[config.mk]
export PLATFORM = sky130hd
export DESIGN_NAME = ram_ar_aw_ctrl
export DESIGN_NICKNAME = d
export VERILOG_FILES = /design/src/rtl/ram_ctrl_pkg.sv /design/src/rtl/ram_phase_timer.sv /design/src/rtl/ram_ar_aw_ctrl.sv
export SDC_FILE = /design/constraint.sdc
export NUM_CORES = 1
export LEC_CHECK = 0
export BUFFER_PORTS_ARGS = -buffer_cell sky130_fd_sc_hd__buf_2
export CAP_MARGIN = 40
export CORE_AREA = 2 2 64 66
export DETAILED_ROUTE_END_ITERATION = 8
export DIE_AREA = 0 0 66 68
export HOLD_SLACK_MARGIN = 0.15
export PLACE_DENSITY = 0.77
export SLEW_MARGIN = 20
export SYNTH_ARGS = -nofsm -noshare
export SYNTH_HDL_FRONTEND = slang
export SYNTH_SLANG_ARGS = --single-unit
[constraint.sdc]
create_clock -name clk -period 2.3 [get_ports clk]
set_input_delay 0.115 -clock clk [delete_from_list [all_inputs] [get_ports clk]]
set_output_delay 0.115 -clock clk [all_outputs]
set_load 0.005 [all_outputs]
[src/rtl/ram_ctrl_pkg.sv]
// Shared types and helpers for the async-RAM initiator: FSM state encoding,
// default pin timings and the phase counter width calculation.
package ram_ctrl_pkg;

  typedef enum logic [2:0] {
    IDLE,
    WR_SETUP,
    WR_PULSE,
    WR_HOLD,
    RD_ACCESS,
    RD_RESP
  } state_t;

  localparam int DEF_SETUP_CYC   = 1;
  localparam int DEF_PULSE_CYC   = 2;
  localparam int DEF_HOLD_CYC    = 1;
  localparam int DEF_RD_WAIT_CYC = 2;

  // Wide enough to hold the largest (N-1) load value with one bit to spare.
  function automatic int cnt_width(input int a, input int b, input int c, input int d);
    int m;
    m = a;
    if (b > m) m = b;
    if (c > m) m = c;
    if (d > m) m = d;
    return $clog2(m) + 1;
  endfunction

endpackage

[src/rtl/ram_phase_timer.sv]
// Loadable down-counter with a zero flag; times every setup/pulse/hold/wait phase.
module ram_phase_timer #(
  parameter int WIDTH = 2
) (
  input  logic             clk,
  input  logic             rst_n,
  input  logic             load,
  input  logic [WIDTH-1:0] load_val,
  output logic             zero
);

  logic [WIDTH-1:0] count;

  always_ff @(posedge clk or negedge rst_n) begin
    if (!rst_n) begin
      count <= '0;
    end else if (load) begin
      count <= load_val;
    end else if (count != '0) begin
      count <= count - 1'b1;
    end
  end

  assign zero = (count == '0);

endmodule

[src/rtl/ram_ar_aw_ctrl.sv]
// Clocked valid/ready front end for an async-read/async-write RAM port.
// Every RAM pin and response output is driven straight from a flop.
module ram_ar_aw_ctrl
  import ram_ctrl_pkg::*;
#(
  parameter int DATA_WIDTH  = 8,
  parameter int ADDR_WIDTH  = 8,
  parameter int SETUP_CYC   = DEF_SETUP_CYC,
  parameter int PULSE_CYC   = DEF_PULSE_CYC,
  parameter int HOLD_CYC    = DEF_HOLD_CYC,
  parameter int RD_WAIT_CYC = DEF_RD_WAIT_CYC
) (
  input  logic                  clk,
  input  logic                  rst_n,
  input  logic                  req_valid,
  output logic                  req_ready,
  input  logic                  req_we,
  input  logic [ADDR_WIDTH-1:0] req_addr,
  input  logic [DATA_WIDTH-1:0] req_wdata,
  output logic                  rsp_valid,
  input  logic                  rsp_ready,
  output logic [DATA_WIDTH-1:0] rsp_rdata,
  output logic [ADDR_WIDTH-1:0] ram_address,
  output logic                  ram_cs,
  output logic                  ram_we,
  output logic                  ram_oe,
  output logic [DATA_WIDTH-1:0] ram_wdata,
  input  logic [DATA_WIDTH-1:0] ram_rdata
);

  localparam int CW = cnt_width(SETUP_CYC, PULSE_CYC, HOLD_CYC, RD_WAIT_CYC);

  localparam logic [CW-1:0] SETUP_LD = CW'(SETUP_CYC - 1);
  localparam logic [CW-1:0] PULSE_LD = CW'(PULSE_CYC - 1);
  localparam logic [CW-1:0] HOLD_LD  = CW'(HOLD_CYC - 1);
  localparam logic [CW-1:0] RDW_LD   = CW'(RD_WAIT_CYC - 1);

  if (SETUP_CYC < 1 || PULSE_CYC < 1 || HOLD_CYC < 1 || RD_WAIT_CYC < 1) begin : g_bad_timing
    $error("ram_ar_aw_ctrl: all timing parameters must be >= 1");
  end

  state_t          state;
  logic            tmr_load;
  logic [CW-1:0]   tmr_val;
  logic            tmr_zero;

  assign req_ready = (state == IDLE);

  // The counter is reloaded on the same edge that enters the next timed state.
  always_comb begin
    tmr_load = 1'b0;
    tmr_val  = '0;
    case (state)
      IDLE: begin
        if (req_valid) begin
          tmr_load = 1'b1;
          tmr_val  = req_we ? SETUP_LD : RDW_LD;
        end
      end
      WR_SETUP: begin
        if (tmr_zero) begin
          tmr_load = 1'b1;
          tmr_val  = PULSE_LD;
        end
      end
      WR_PULSE: begin
        if (tmr_zero) begin
          tmr_load = 1'b1;
          tmr_val  = HOLD_LD;
        end
      end
      default: ;
    endcase
  end

  ram_phase_timer #(
    .WIDTH(CW)
  ) u_timer (
    .clk      (clk),
    .rst_n    (rst_n),
    .load     (tmr_load),
    .load_val (tmr_val),
    .zero     (tmr_zero)
  );

  always_ff @(posedge clk or negedge rst_n) begin
    if (!rst_n) begin
      state       <= IDLE;
      ram_cs      <= 1'b0;
      ram_we      <= 1'b0;
      ram_oe      <= 1'b0;
      ram_address <= '0;
      ram_wdata   <= '0;
      rsp_valid   <= 1'b0;
      rsp_rdata   <= '0;
    end else begin
      case (state)
        IDLE: begin
          if (req_valid) begin
            ram_address <= req_addr;
            ram_wdata   <= req_wdata;
            ram_cs      <= 1'b1;
            if (req_we) begin
              state <= WR_SETUP;
            end else begin
              ram_oe <= 1'b1;
              state  <= RD_ACCESS;
            end
          end
        end
        WR_SETUP: begin
          if (tmr_zero) begin
            ram_we <= 1'b1;
            state  <= WR_PULSE;
          end
        end
        WR_PULSE: begin
          if (tmr_zero) begin
            ram_we <= 1'b0;
            state  <= WR_HOLD;
          end
        end
        WR_HOLD: begin
          if (tmr_zero) begin
            ram_cs <= 1'b0;
            state  <= IDLE;
          end
        end
        RD_ACCESS: begin
          if (tmr_zero) begin
            rsp_rdata <= ram_rdata;
            rsp_valid <= 1'b1;
            ram_cs    <= 1'b0;
            ram_oe    <= 1'b0;
            state     <= RD_RESP;
          end
        end
        RD_RESP: begin
          if (rsp_ready) begin
            rsp_valid <= 1'b0;
            state     <= IDLE;
          end
        end
        default: state <= IDLE;
      endcase
    end
  end

endmodule

==> summary.txt <==
Clocking
  – H-tree levels: 2
  – CTS tree: done
  – Num CTS Buffers: 5
  – Max clock buf depth: 2
  – Clk_lat worst skew: 0.28 ns
  – Reg clk slew, reported paths: 0.07 ns
  – # clock sinks: 33
  – Post-CTS sizing: 0
  – Root Driver: clkbuf_8

Cells and area
  – ANT cells: 0
  – Area grow syn2layout: 48.5%
  – Final core occ: 55.9%
  – Final net count: 230
  – Share of layout cells above drive strength 1: 46.8%

Place
  – Final GP Congestion: 0.829
  – Port Buf Inserts: 57
  – HPWL after DPL: 2.04 mm

Timing
  – Setup TNS: 0 ns
  – Hold Slack: 0.431 ns
  – Hold Violations, Final: 0
  – RSZ-0062 raised after global routing: no
  – Slew Limit Fails: 0
  – Crit path time final: 1.88 ns
  – Post-route clock skew: 0.00478 ns
  – Final setup viols: 0
  – Final period util: 81.9%
  – Slew of the pin with the lowest slew margin: 0.732 ns
  – Fmax: 0.531 GHz
  – Worst rel slew slack: 51.2%

Synthesis
  – Post-Syn Area: 1450 µm²
  – Synth warn: 0
  – Yosys cell types: 31
  – Async set-reset flop share out of synthesis: 100%
  – Synthesized flop and latch total: 33
  – Syn_nets: 141
  – Post-synthesis cell count: 111
  – Number of synthesized flops with an enable pin: 0
  – Syn_area_per_cell: 13.1 µm²
  – Synth Flop Type: dfrtp_1
  – Seq/Total Area, Yosys: 56.8%

Power
  – Sequential share of power: 40.5%
  – Comb power frac: 43.6%
  – PwrDens: 1210 nW/µm²
  – Internal: 1.75 mW
  – Leakage power: 1.05 nW
  – Sw Ratio: 32.8%
  – VDD IR-drop max: 0.000695 V
  – Clock power frac: 15.9%
  – Switching power of the nets: 854 µW

Global routing
  – Total gr overflow: 0
  – Vias in the first global route: 1,066
  – Total GRT Usage: 15.3%
  – Antenna violations before repair: 0
  – First-pass GRT wire length: 4.97 mm
  – Largest net degree at the start of global routing: 34

Hold path
  – HP Class: in2async

Worst setup path
  – Crit start category: register
  – WP data required: 2.46 ns
  – Critical path capture point type: register
  – WS Path Type: reg2reg
  – Crit-path max FO: 8
  – CP Data Arrival Time: 2.05 ns

Floorplanning
  – Area of the core: 3860 µm²
  – Die area: 4490 µm²
  – Die width: 66 µm
  – Initial Utilization: 37.7%
  – Cell row count: 23
  – Die height: 68 µm
  – I/O pins: 58

Routing
  – Vias: 1,187
  – WL per Instance: 13.3 µm
  – Final ANT Viol Nets: 0
  – DRC: 0
  – Drt pass-1 iters: 4
  – Via/cell ratio: 4.73
  – Total Wirelength: 3.34 mm
  – Initial DRC Count: 21

Status
  – Status: finished, final reports clean

Run
  – Max Cap Viol: 0
-- critical path, stage by stage, from the launching register on --
cell and delay (ns):
dfrtp_1 0.38, inv_1 0.08, ha_1 0.16, or3b_4 0.40, nor2_2 0.35, mux2_2 0.39
-- through the flow --
stage	total power [mW]	setup slack [ns]	area (µm²)	std cells
after floorplan	1.75	0.606	1450	111
after detailed placement	2.16	0.409	1790	215
after CTS	2.63	0.391	2160	251
after global routing	2.79	0.318	2160	251
after global placement	2.13	0.461	1790	215
final	2.60	0.416	2160	251
-- state kept, by name, indices dropped and copies added (netlist names) --
register       count
ram_we             1
u_timer.count      2
rsp_rdata          8
ram_cs             1
ram_oe             1
rsp_valid          1
ram_address        8
ram_wdata          8
state              3
-- Yosys cell counts (2+ instances only) --
master | count | area, µm²
inv_1 | 5 | 18.8
o2111ai_1 | 2 | 17.5
nor3_1 | 2 | 10.0
mux2_2 | 17 | 191
clkbuf_1 | 3 | 11.3
nand3b_1 | 3 | 22.5
xnor2_1 | 2 | 17.5
buf_6 | 2 | 22.5
mux2_4 | 7 | 105
nand2b_1 | 2 | 12.5
o21ai_0 | 3 | 15.0
a21oi_1 | 6 | 30.0
nand2_1 | 6 | 22.5
nor2_1 | 2 | 7.51
dfrtp_1 | 33 | 826
-- layout make-up --
cell class                      instances  area (µm²)
Multi-Input combinational cell         67         567
Clock buffer                            6        72.6
Tap cell                               50        62.6
Timing Repair Buffer                   88         601
Fill cell                             343        1700
Inverter                                5        18.8
Clock inverter                          2        10.0
Sequential cell                        33         826
-- metal layers --
metal	track usage [%]	part of all wire, %	vias up
met2	26.1	52	42
met4	6.89	1.3	0
li1	-	-	566
met5	0	0	-
met1	17.5	41	573
met3	5.10	5.3	6
-- path summary, 6_finish.rpt --
kind                                   from              to  slack, ns  cells after the start
min in group clk             ram_address[1]  ram_address[1]       0.50                      1
hold / removal                        rst_n        state[0]       0.43                      2
max in group asynchronous             rst_n        state[2]       1.41                      2
setup reg to reg           u_timer.count[0]    rsp_rdata[2]       0.42                      5
setup / recovery           u_timer.count[0]    rsp_rdata[2]       0.42                      5
hold reg to reg              ram_address[1]  ram_address[1]       0.50                      1
-- power groups by stage --
stage                     registers [mW]  clock network [mW]  logic (mW)
final                               1.05               0.413        1.14
after global routing                1.10               0.455        1.24
after CTS                           1.05               0.432        1.14
after detailed placement            1.06                   0        1.10
after global placement              1.06                   0        1.08
after floorplan                     1.05                   0       0.699
-- cell families (layout without fill, tap and decap cells) --
kind of cell,Yosys count,after routing,synth area share [%]
and+or+nand+nor,23,23,9.13
muxes,24,24,20.4
adders and majority gates,1,1,0.861
DFF,33,33,56.8
AOI/OAI and AO/OA,17,17,7.41
xor gates and xnor gates,2,2,1.21
buffers and inverters,11,101,4.13
-- what timing repair did --
| item | CTS | global route |
|---|---|---|
| setup endpoints to repair | 0 | 0 |
| endpoints found under the hold margin | 60 | 0 |
| buffers inserted | 0 | 0 |
| hold buffers | 28 | 0 |
-- layout by cell type, fill, tap and decap left out, types with 3 or more instances in the layout --
cell type      count
dfrtp_1           33
nand2_1            6
inv_1              5
clkbuf_8           5
dlygate4sd3_1     28
o21ai_0            3
a21oi_1            6
buf_2             57
nand3b_1           3
mux2_4             7
mux2_2            17
Note: power is estimated with default switching activity, not from simulation.
